**config.mk**
```make
export PLATFORM = sky130hd
export DESIGN_NAME = evict_write_buffer
export DESIGN_NICKNAME = d
export VERILOG_FILES = /design/src/rtl/wb_pkg.sv /design/src/rtl/wb_match.sv /design/src/rtl/evict_write_buffer.sv
export SDC_FILE = /design/constraint.sdc
export NUM_CORES = 1
export LEC_CHECK = 0
export BUFFER_PORTS_ARGS = -buffer_cell sky130_fd_sc_hd__buf_4
export CORE_ASPECT_RATIO = 0.9
export CORE_MARGIN = 2
export CORE_UTILIZATION = 45
export DETAILED_ROUTE_END_ITERATION = 6
export HOLD_SLACK_MARGIN = 0.02
export PLACE_DENSITY = 0.7
export SLEW_MARGIN = 20
export SYNTH_ARGS = -nofsm -noshare
export SYNTH_HDL_FRONTEND = slang
export SYNTH_SLANG_ARGS = --single-unit
```
**constraint.sdc**
```tcl
create_clock -name clk -period 5.48 [get_ports clk]
set_clock_uncertainty 0.2 [all_clocks]
set_input_delay 0.274 -clock clk [delete_from_list [all_inputs] [get_ports clk]]
set_output_delay 0.274 -clock clk [all_outputs]
set_load 0.02 [all_outputs]
```
**src/rtl/wb_pkg.sv**
```systemverilog
// Shared types and helpers for the eviction write buffer.
package wb_pkg;

  localparam int WB_XLEN  = 32;
  localparam int WB_DEPTH = 4;

  typedef struct packed {
    logic [WB_XLEN-3:0] addr;
    logic [WB_XLEN-1:0] data;
  } wb_entry_t;

  function automatic logic [WB_XLEN-3:0] wb_word(input logic [WB_XLEN-1:0] addr);
    return addr[WB_XLEN-1:2];
  endfunction

endpackage

```
**src/rtl/wb_match.sv**
```systemverilog
// Combinational newest-first word match over the buffered entries.
module wb_match
  import wb_pkg::*;
#(
  parameter int DEPTH = WB_DEPTH,
  localparam int PW = $clog2(DEPTH)
) (
  input  wb_entry_t          entries [DEPTH],
  input  logic [DEPTH-1:0]   valid,
  input  logic [PW-1:0]      tail,
  input  logic [WB_XLEN-3:0] word,
  output logic               hit,
  output logic [WB_XLEN-1:0] hit_data
);

  logic [PW-1:0] idx;

  // Walk backwards from the slot just behind tail so the first hit is the newest copy.
  always_comb begin
    hit      = 1'b0;
    hit_data = '0;
    idx      = '0;
    for (int i = 0; i < DEPTH; i++) begin
      idx = tail - PW'(i + 1);
      if (!hit && valid[idx] && (entries[idx].addr == word)) begin
        hit      = 1'b1;
        hit_data = entries[idx].data;
      end
    end
  end

endmodule

```
**src/rtl/evict_write_buffer.sv**
```systemverilog
// FIFO write buffer between the data cache and main RAM.
// Build option WB_FWD_EN: serve miss reads from buffered copies instead of stalling.
module evict_write_buffer
  import wb_pkg::*;
#(
  parameter int XLEN  = 32,
  parameter int DEPTH = WB_DEPTH
) (
  input  logic            clk,
  input  logic            rst,
  input  logic [XLEN-1:0] c_addr,
  input  logic [XLEN-1:0] c_wd,
  input  logic            c_we,
  input  logic            c_re,
  output logic [XLEN-1:0] c_rd,
  output logic            c_stall,
  output logic [XLEN-1:0] ram_addr,
  output logic [XLEN-1:0] ram_wd,
  output logic            ram_we,
  input  logic [XLEN-1:0] ram_rd,
  output logic            wb_empty
);

  localparam int PW = $clog2(DEPTH);
  localparam int CW = $clog2(DEPTH + 1);

  wb_entry_t        entries [DEPTH];
  logic [DEPTH-1:0] valid;
  logic [PW-1:0]    head, tail;
  logic [CW-1:0]    count;

  logic [XLEN-3:0]  word;
  logic             hit;
  logic [XLEN-1:0]  hit_data;
  logic             full, drain_fire, read_stall, full_stall, enq;

  assign word = wb_word(c_addr);
  assign full = (count == CW'(DEPTH));

  wb_match #(.DEPTH(DEPTH)) u_match (
    .entries  (entries),
    .valid    (valid),
    .tail     (tail),
    .word     (word),
    .hit      (hit),
    .hit_data (hit_data)
  );

`ifdef WB_FWD_EN
  logic unused_sig;
  assign unused_sig = ^c_addr[1:0];
  assign read_stall = 1'b0;
  assign drain_fire = !c_re && (count != '0);
  assign c_rd       = (c_re && hit) ? hit_data : ram_rd;
`else
  logic unused_sig;
  assign unused_sig = ^{c_addr[1:0], hit_data};
  // A stalled read hands the RAM port to the drain so the stale copies leave.
  assign read_stall = c_re && hit;
  assign drain_fire = (count != '0) && (!c_re || hit);
  assign c_rd       = ram_rd;
`endif

  assign full_stall = c_we && full && !drain_fire;
  assign c_stall    = full_stall || read_stall;
  // A stalled request is re-presented next cycle, so nothing of it is taken now.
  assign enq        = c_we && !c_stall;
  assign wb_empty   = (count == '0);

  always_comb begin
    ram_we   = drain_fire;
    ram_addr = {word, 2'b00};
    ram_wd   = '0;
    if (drain_fire) begin
      ram_addr = {entries[head].addr, 2'b00};
      ram_wd   = entries[head].data;
    end
  end

  always_ff @(posedge clk) begin
    if (rst) begin
      head  <= '0;
      tail  <= '0;
      count <= '0;
      valid <= '0;
    end else begin
      if (drain_fire) begin
        head        <= head + PW'(1);
        valid[head] <= 1'b0;
      end
      if (enq) begin
        tail        <= tail + PW'(1);
        valid[tail] <= 1'b1;
      end
      case ({enq, drain_fire})
        2'b10:   count <= count + CW'(1);
        2'b01:   count <= count - CW'(1);
        default: count <= count;
      endcase
    end
  end

  always_ff @(posedge clk) begin
    if (enq) begin
      entries[tail] <= '{addr: word, data: c_wd};
    end
  end

endmodule

```
==> flow_metrics.py, run 1 <==
metrics = {
    "setup_path": {
        "path_depth": 11,
        "crit_path_end": "ram_addr[27]",
        "critPathLaunch": "tail[1]",
        "crit_chain": "buf_12, mux4_2, xnor2_1, nand4_1, or4_1, or4_1, o41ai_4, o31ai_4, buf_6, mux2_4, buf_4",
        "crit_arrival_ps": 4820,
        "required_ps": 5010,
        "criticalPathCategory": "reg -> out",
        "cpMaxStageDelayCell": "or4_1",
        "timing.rr.start": "tail[0]",
        "worstPathMaxFanout": 62,
        "path_delay_family": "simple AND/OR/NAND/NOR gates",
        "worstRegToRegCells": 14,
        "rrSetupSlack_ps": 470,
        "path_buf_inv": 3,
        "r2r-end": "count[2]",
        "worst_path_most_repeated_cell": "or4_1",
        "max_stage_delay_ps": 610,
        "critPathCaptureType": "primary output",
        "critPathLaunchType": "register",
    },
    "drt": {
        "wl_met1_mm": 17.7,
        "dr_wl_met3_mm": 3.17,
        "wl_met2_mm": 18.8,
        "top_layer_used": "met4",
        "vias": 9982,
        "remaining_drc_errors": 0,
        "ant_nets": 0,
        "routed_wl_mm": 40.9,
        "detail_route.first_pass.iterations": 6,
        "vias_per_cell": 6.01,
        "wl_per_cell_um": 24.6,
        "drt-initial-drc-count": 934,
    },
    "cts": {
        "clk_pin_slew_ps": 70,
        "cts_tree": "built",
        "clk-insertion-delay-late_ps": 580,
        "cts_max_level": 1,
        "clock-sinks": 259,
        "root_buffer": "clkbuf_16",
        "cts-buffers-inserted": 28,
        "cts_max_path_buffers": 3,
    },
    "sta": {
        "setup_viol": 0,
        "drv_slew": 0,
        "rsz0062_at_grt": "false",
        "fin_ws_ps": 181,
        "max_freq_mhz": 189,
        "fin_tns_setup_ps": 0,
        "hold_viol": 0,
        "slew_headroom": 0.371,
        "tightest_slew_ps": 944,
        "finalCritPeriodShare": 0.967,
        "layout_min_cycle_time_ps": 5300,
    },
    "place": {
        "placed_cells": 1545,
        "pre_cts_slack_ps": 590,
        "port_buffers": 130,
        "gp_congestion": 0.945,
        "hpwlAfterDp_mm": 27.3,
    },
    "logic_synthesis": {
        "ys.flop_type": "edfxtp_1",
        "synth_seq_cells": 259,
        "synth_top_area_cell": "edfxtp_1",
        "ys_warn_count": 0,
        "synth_edf_count": 248,
        "synth_top_area_frac": 0.479,
        "ys_types": 71,
        "syn_area_um2": 15500,
        "synth_area_leaders": "edfxtp_1 48%, mux4_2 19%, xnor2_1 6.2%",
        "ys_seq_area_frac": 0.493,
        "synthArstFlopShare": 0,
        "syn_area_per_cell_um2": 14.8,
        "synth_cells": 1047,
    },
    "global_routing": {
        "grt_pass1_vias": 10070,
        "grt_antenna_before_repair": 1,
        "grt_first_pass_wirelength_mm": 62.0,
        "grt_max_degree": 63,
        "grt_use_total": 0.228,
        "grt_overflow": 0,
    },
    "flow_run": {
        "drv_cap": 0,
    },
    "die": {
        "die_x_um": 200,
        "row_count": 64,
        "die_area_um2": 36100,
        "die_h_um": 180,
        "ios": 199,
        "start_util": 0.457,
        "core-area_um2": 34000,
    },
    "final_layout": {
        "nets": 1287,
        "nFillCells": 2766,
        "area_delta_synth_final_pct": 18.2,
        "drive_gt1_frac": 0.316,
        "final_cells": 1662,
        "final_core_util": 0.540,
    },
    "power": {
        "power.static_leakage_nw": 6.13,
        "power_density_nw_per_um2": 421,
        "power_mw": 7.73,
        "ir_drop_uv": 310,
    },
    "status": {
        "status": "finished, final reports clean",
    },
    "worst_hold_path": {
        "hold_class": "in -> reg",
    },
}
## state kept, by name, summed over array words and instances, names as in the netlist
register / cells
head: 2
valid: 4
count: 3
entries: 248
tail: 2
## Yosys cell counts, types with 7 or more instances
cell type,instances
a21oi_1,16
buf_1,8
buf_2,10
buf_4,45
buf_6,7
clkbuf_1,47
dfxtp_1,11
edfxtp_1,248
ha_1,9
inv_1,17
mux2_2,13
mux2_4,27
mux2i_1,67
mux4_2,129
nand2_1,26
nand3_1,15
nand4_1,27
nor2_1,24
nor2b_1,35
nor3_1,9
nor4_1,7
o21ai_0,11
o221ai_1,8
or4_1,10
xnor2_1,110
xor2_1,7
## worst reg2reg max path, cell delays in order, from the launching register on
cell	delay, ps
dfxtp_4	380
buf_12	320
mux2i_1	480
o221ai_1	160
or4_1	620
o41a_1	520
o31ai_1	710
o21ai_1	210
nand2_1	120
ha_1	180
inv_1	60
fa_1	370
xor2_1	160
or3_1	310
a21oi_1	140
## timing repair
action	4_1_cts	5_1_grt
hold buffers	64	0
setup endpoints to repair	0	54
buffers inserted	0	0
gates resized for setup	0	2
hold endpoints to repair	255	0
## power breakdown
group,leakage [nW],internal (mW),switching (mW)
logic,3.28,1.49,1.60
registers,2.37,2.41,0.261
clock network,0.475,1.18,0.799
## metal layers
metal  vias up  global-route usage
met5         -                   0
met4         0              0.0670
met3        86              0.0475
met2       421               0.350
met1      5057               0.329
li1       4418                   -
## cell type report
type | instances | area (µm²) | share of cell area
clock buffer | 36 | 771 | 0.0419
tap | 462 | 578 | 0.0315
timing repair buffer | 216 | 1900 | 0.103
inverter | 18 | 67.6 | 0.00368
multi-input combinational | 654 | 7170 | 0.390
antenna | 1 | 2.50 | 0.000136
clock inverter | 16 | 210 | 0.0114
sequential | 259 | 7680 | 0.418
## through the flow
| stage | hold slack, ps | cell area (µm²) |
|---|---|---|
| 4_1_cts | 39.8 | 18400 |
| 3_5_place_dp | 276 | 16700 |
| 2_1_floorplan | 173 | 15600 |
| 6_report | 62.1 | 18400 |
| 5_1_grt | 57.8 | 18400 |
| 3_3_place_gp | 275 | 16700 |
## cell usage in the layout (no fill, tap or decap), types with 27 or more instances in the layout
cell	count
dlygate4sd3_1	64
nor2b_1	35
buf_4	142
mux4_2	129
mux2i_1	67
edfxtp_1	248
mux2_4	27
xnor2_1	110
clkbuf_16	28
nand4_1	27
## how the worst min path moves through the flow
stage                   from          end  slack [ps]  cells past startpoint
global route            c_we      tail[1]          60                      4
finish                  c_we      tail[1]          60                      4
global placement    c_wd[24]  entries[24]         270                      1
detailed placement  c_wd[20]  entries[82]         280                      1
CTS                     c_we      tail[0]          40                      4
floorplan            c_wd[0]   entries[0]         170                      0
## kinds of logic after synthesis
family	synth area share
flip-flops	0.493
buffers and inverters	0.0476
AND/OR/NAND/NOR	0.0670
multiplexers	0.265
adder cells (fa/ha/maj)	0.00853
AO/OA/AOI/OAI	0.0520
XOR/XNOR	0.0659
other	0.000241
Note: power is estimated with default switching activity, not from simulation.
==> run 2, diff against run 1 <==
- CORE_MARGIN: 2 -> default
==> run 2 against run 1 <==
Compared with the run above: routed wire length down 1.2%; sequential share of layout area about the same; non-clock buffer count down 1; clock-buffer cell count down 5; flip-flop and latch count unchanged; power down 0.73%; final area down 0.12%; die area down 2.1%; critical endpoint is now ram_addr[15]; largest cell class unchanged.
==> flow_metrics.py, run 2 (synthesis results as in run 1) <==
metrics = {
    "status": {
        "status": "finished, final reports clean",
    },
    "sta": {
        "finalCritPeriodShare": 0.954,
        "drv_slew": 0,
        "hold_viol": 0,
        "slew_headroom": 0.327,
        "tightest_slew_ps": 1010,
        "fin_tns_setup_ps": 0,
        "max_freq_mhz": 191,
        "setup_viol": 0,
        "layout_min_cycle_time_ps": 5230,
        "rsz0062_at_grt": "false",
    },
    "global_routing": {
        "grt_pass1_vias": 10001,
        "grt_antenna_before_repair": 1,
        "grt_first_pass_wirelength_mm": 61.3,
        "grt_overflow": 0,
        "grt_max_degree": 63,
        "grt_use_total": 0.234,
    },
    "cts": {
        "root_buffer": "clkbuf_16",
        "clk_pin_slew_ps": 60,
        "clk-insertion-delay-late_ps": 600,
        "clock-sinks": 259,
        "cts_max_level": 1,
        "cts_tree": "built",
        "cts-buffers-inserted": 28,
        "cts_max_path_buffers": 3,
    },
    "setup_path": {
        "crit_arrival_ps": 4750,
        "timing.rr.start": "tail[1]",
        "critPathLaunch": "tail[1]",
        "worstPathMaxFanout": 62,
        "rrSetupSlack_ps": 430,
        "worstRegToRegCells": 17,
        "required_ps": 5010,
        "critPathCaptureType": "primary output",
        "critPathLaunchType": "register",
        "r2r-end": "count[2]",
        "criticalPathCategory": "reg -> out",
    },
    "worst_hold_path": {
        "holdPathEnd": "entries[150]",
        "hold_class": "in -> reg",
        "worstHoldStart": "c_wd[26]",
        "worstHoldPathCells": 2,
    },
    "drt": {
        "routed_wl_mm": 40.4,
        "drt-initial-drc-count": 758,
        "wl_per_cell_um": 24.4,
        "detail_route.first_pass.iterations": 5,
        "vias": 9998,
        "ant_nets": 0,
        "remaining_drc_errors": 0,
        "vias_per_cell": 6.02,
    },
    "place": {
        "placed_cell_area_um2": 16700,
        "port_buffers": 130,
        "hpwlAfterDp_mm": 27.2,
        "gp_congestion": 0.927,
    },
    "power": {
        "power.static_leakage_nw": 6.11,
        "power_density_nw_per_um2": 418,
        "ir_drop_uv": 381,
    },
    "final_layout": {
        "finalInstanceArea_um2": 18400,
        "largestRegisters": "entries: 248 flops, valid: 4 flops, count: 3 flops",
        "area_delta_synth_final_pct": 18.1,
        "diodes": 0,
        "drive_gt1_frac": 0.315,
        "regMostFlops": "entries",
        "largest_reg_flops": 248,
        "nets": 1286,
        "layout_commonest_cell": "edfxtp_1",
        "final_cell_mix": "248 x edfxtp_1, 138 x buf_4, 129 x mux4_2",
    },
    "die": {
        "die_x_um": 198,
        "die_h_um": 178,
        "die_area_um2": 35300,
        "core-area_um2": 34000,
        "start_util": 0.457,
        "ios": 199,
        "row_count": 64,
    },
    "flow_run": {
        "drv_cap": 0,
    },
}
## run 2: changes by cell type in the layout (fill, tap and decap cells not counted), sizes merged
cell | before | now
buf | 152 | 150
clkbuf | 36 | 31
diode | 1 | 0
dlygate4sd3 | 64 | 65
inv | 17 | 16
clkinv | 11 | 17
## run 2: what timing repair did
item                       in CTS  in global routing
hold endpoints to repair      257                  0
resized for setup               0                  3
setup endpoints to repair       0                 50
hold buffers                   65                  0
setup buffers                   0                  0
## run 2: worst max-delay path: stages (launching register included)
cell and delay, ps:
dfxtp_4 420, buf_4 380, mux4_2 560, xnor2_1 410, nand4_1 130, or4_1 480, or4_1 590, o41ai_4 120
o31ai_4 130, buf_6 330, mux2_4 390, buf_4 160
## run 2: metrics by stage
step | total power, mW | cells | setup slack (ps) | hold slack (ps) | util
5_1_grt | 8.02 | 1660 | 81.1 | 211 | 0.539
6_report | 7.68 | 1660 | 252 | 225 | 0.539
3_5_place_dp | 5.76 | 1543 | 539 | 276 | 0.492
3_3_place_gp | 5.73 | 1543 | 575 | 274 | 0.492
2_1_floorplan | 4.83 | 1048 | 37.3 | 173 | -
4_1_cts | 7.73 | 1660 | 17.7 | 197 | 0.539
## run 2: worst max path at each step
stage | slack, ps | to | cells past startpoint
6_report | 250 | ram_addr[15] | 11
3_3_place_gp | 580 | count[2] | 16
5_1_grt | 80 | ram_addr[11] | 12
4_1_cts | 20 | ram_addr[11] | 12
2_1_floorplan | 40 | count[2] | 24
3_5_place_dp | 540 | count[2] | 16
## run 2: power breakdown
group | leakage (nW) | internal [mW] | switching (mW)
logic | 3.28 | 1.49 | 1.58
registers | 2.37 | 2.41 | 0.275
clock network | 0.464 | 1.13 | 0.796
total | 6.11 | 5.02 | 2.65
## run 2: cell type report
cell class                      count  area, µm²
Clock buffer                       31        712
Tap cell                          462        578
Fill cell                        2709      15700
Inverter                           18       71.3
Sequential cell                   259       7680
Clock inverter                     21        226
Multi-Input combinational cell    654       7170
Timing Repair Buffer              215       1920
## run 2: routing by layer
metal  vias up  routed length [µm]  GRT usage
met3        62                3140     0.0560
met2       424               19000      0.374
met5         -                  12          0
met1      5098               17400      0.322
li1       4412                   -          -
met4         2                 872     0.0598
==> run 3, diff against run 2 <==
--- a/config.mk
+++ b/config.mk
@@ -9,6 +9,6 @@
 export CORE_ASPECT_RATIO = 0.9
-export CORE_UTILIZATION = 45
+export CORE_UTILIZATION = 53
 export DETAILED_ROUTE_END_ITERATION = 6
 export HOLD_SLACK_MARGIN = 0.02
-export PLACE_DENSITY = 0.7
+export PLACE_DENSITY = 0.8
 export SLEW_MARGIN = 20
==> constraint.sdc (replaced) <==
create_clock -name clk -period 5.48 [get_ports clk]
set_clock_uncertainty 0.2 [all_clocks]
set_input_delay 1.096 -clock clk [delete_from_list [all_inputs] [get_ports clk]]
set_output_delay 1.096 -clock clk [all_outputs]
set_load 0.02 [all_outputs]
==> run 3 against run 2 <==
Compared with the run above: largest cell class unchanged; sequential share of layout area fell by 1.2 points; highest routed layer is now met4; the flow now finishes with violations (setup timing); register-to-register slack improved by 170 ps; critical path depth did not move; maximum frequency fell by 5.5%.
==> flow_metrics.py, run 3 (synthesis results as in run 1) <==
metrics = {
    "status": {
        "violations": "setup timing",
        "status": "complete, but fails checks",
    },
    "die": {
        "die_x_um": 183,
        "die_h_um": 164,
        "row_count": 59,
        "start_util": 0.539,
        "core-area_um2": 28900,
        "die_area_um2": 30000,
        "ios": 199,
    },
    "place": {
        "gp_congestion": 0.999,
        "port_buffers": 130,
        "pre_cts_slack_ps": 165,
        "placed_cells": 1512,
        "hpwlAfterDp_mm": 27.6,
    },
    "drt": {
        "wl_per_cell_um": 27.0,
        "ant_nets": 0,
        "vias": 10286,
        "routed_wl_mm": 42.7,
        "vias_per_cell": 6.50,
        "remaining_drc_errors": 0,
        "detail_route.first_pass.iterations": 6,
        "drt-initial-drc-count": 1142,
    },
    "cts": {
        "cts_max_level": 1,
        "root_buffer": "clkbuf_16",
        "cts_max_path_buffers": 3,
        "clk_pin_slew_ps": 70,
        "clk-insertion-delay-late_ps": 570,
        "cts-buffers-inserted": 27,
        "cts_tree": "built",
        "clock-sinks": 259,
        "cts_hold_buf": 0,
    },
    "setup_path": {
        "cpMaxStageDelayCell": "or4_4",
        "crit_arrival_ps": 4240,
        "critPathLaunchType": "register",
        "path_delay_family": "simple AND/OR/NAND/NOR gates",
        "crit_chain": "clkbuf_16, mux4_2, xnor2_1, nand4_1, or4_4, or4_4, o41ai_4, o31ai_4, buf_12, mux2_4, buf_6",
        "criticalPathCategory": "reg -> out",
        "path_buf_inv": 3,
        "worst_path_most_repeated_cell": "or4_4",
        "rrSetupSlack_ps": 600,
        "critPathCaptureType": "primary output",
        "max_stage_delay_ps": 560,
        "worstPathMaxFanout": 12,
        "required_ps": 4180,
    },
    "final_layout": {
        "final_cells": 1583,
        "nets": 1276,
        "nFillCells": 2001,
        "drive_gt1_frac": 0.415,
        "diodes": 0,
        "largest_reg_flops": 248,
        "multi_input_area_um2": 7560,
        "regMostFlops": "entries",
        "largestRegisters": "entries: 248 flops, valid: 4 flops, count: 3 flops",
        "layout_commonest_cell": "edfxtp_1",
        "final_cell_mix": "248 x edfxtp_1, 132 x buf_4, 129 x mux4_2",
        "register_area_um2": 7680,
        "area_delta_synth_final_pct": 21.6,
    },
    "global_routing": {
        "grt_antenna_before_repair": 1,
        "grt_use_total": 0.277,
        "grt_pass1_vias": 10032,
        "grt_first_pass_wirelength_mm": 61.8,
        "grt_overflow": 0,
        "grt_max_degree": 52,
    },
    "sta": {
        "setup_viol": 37,
        "max_freq_mhz": 181,
        "timing.hold.ws_ps": 326,
        "tightest_slew_ps": 1020,
        "drv_slew": 0,
        "finalCritPeriodShare": 1.01,
        "slew_headroom": 0.321,
        "layout_min_cycle_time_ps": 5540,
        "fin_tns_setup_ps": -1070,
        "rsz0062_at_grt": "true",
        "hold_viol": 0,
        "fin_ws_ps": -55.4,
    },
    "flow_run": {
        "drv_cap": 0,
    },
    "power": {
        "power.static_leakage_nw": 6.48,
        "ir_drop_uv": 391,
        "power_density_nw_per_um2": 440,
        "power_mw": 8.31,
    },
    "worst_hold_path": {
        "hold_class": "reg -> reg",
    },
}
run 3: changes by cell type in the layout (fill, tap and decap cells not counted), sizes merged:
cell,change
clkinvlp,+4
clkbuf,+5
bufinv,+1
bufbuf,+4
clkinv,-10
inv,+4
dlygate4sd3,-65
buf,+46
run 3: metal layers:
metal | wire length, µm | GRT usage | vias to the layer above | part of all wire
li1 | - | - | 4408 | -
met1 | 16800 | 0.370 | 5178 | 0.39
met2 | 20000 | 0.441 | 576 | 0.47
met3 | 4290 | 0.0717 | 124 | 0.10
met4 | 1680 | 0.101 | 0 | 0.039
met5 | 0 | 0 | - | 0
run 3: timing repair:
item	4_1_cts	5_1_grt
setup buffers	5	5
setup endpoints to repair	64	54
pin swaps	3	2
cloned	4	7
resized for setup	36	98
run 3: area by class of cell:
type                            count  share of cell area
Inverter                           18             0.00357
Tap cell                          396              0.0262
Clock inverter                     20              0.0134
Timing Repair Buffer              206               0.114
Sequential cell                   259               0.406
Multi-Input combinational cell    654               0.400
Clock buffer                       30              0.0363
run 3: worst reg2reg max path: stages, from the launching register on:
cell	delay [ps]
dfxtp_4	450
clkbuf_16	200
mux4_2	510
xnor2_1	310
nand4_1	160
or4_4	460
or4_4	560
o41ai_4	100
o31ai_4	220
clkbuf_16	250
buf_8	130
inv_1	70
ha_1	170
inv_1	60
fa_1	370
xor2_1	160
or3_1	300
a21oi_1	130
run 3: final timing paths:
check,from,end,cells after the start
setup / recovery,tail[1],ram_addr[6],11
hold / removal,count[2],count[2],2
setup reg to reg,tail[1],count[2],17
hold reg to reg,count[2],count[2],2
run 3: power by group:
| part | internal (mW) | switching (mW) | total (mW) |
|---|---|---|---|
| logic | 1.89 | 1.80 | 3.69 |
| clock network | 1.15 | 0.811 | 1.96 |
| registers | 2.41 | 0.262 | 2.67 |
run 3: stage by stage:
step,instance area [µm²],utilization
5_1_grt,18900,0.655
3_3_place_gp,17000,0.588
6_report,18900,0.655
4_1_cts,18300,0.634
3_5_place_dp,17000,0.588
2_1_floorplan,15600,-
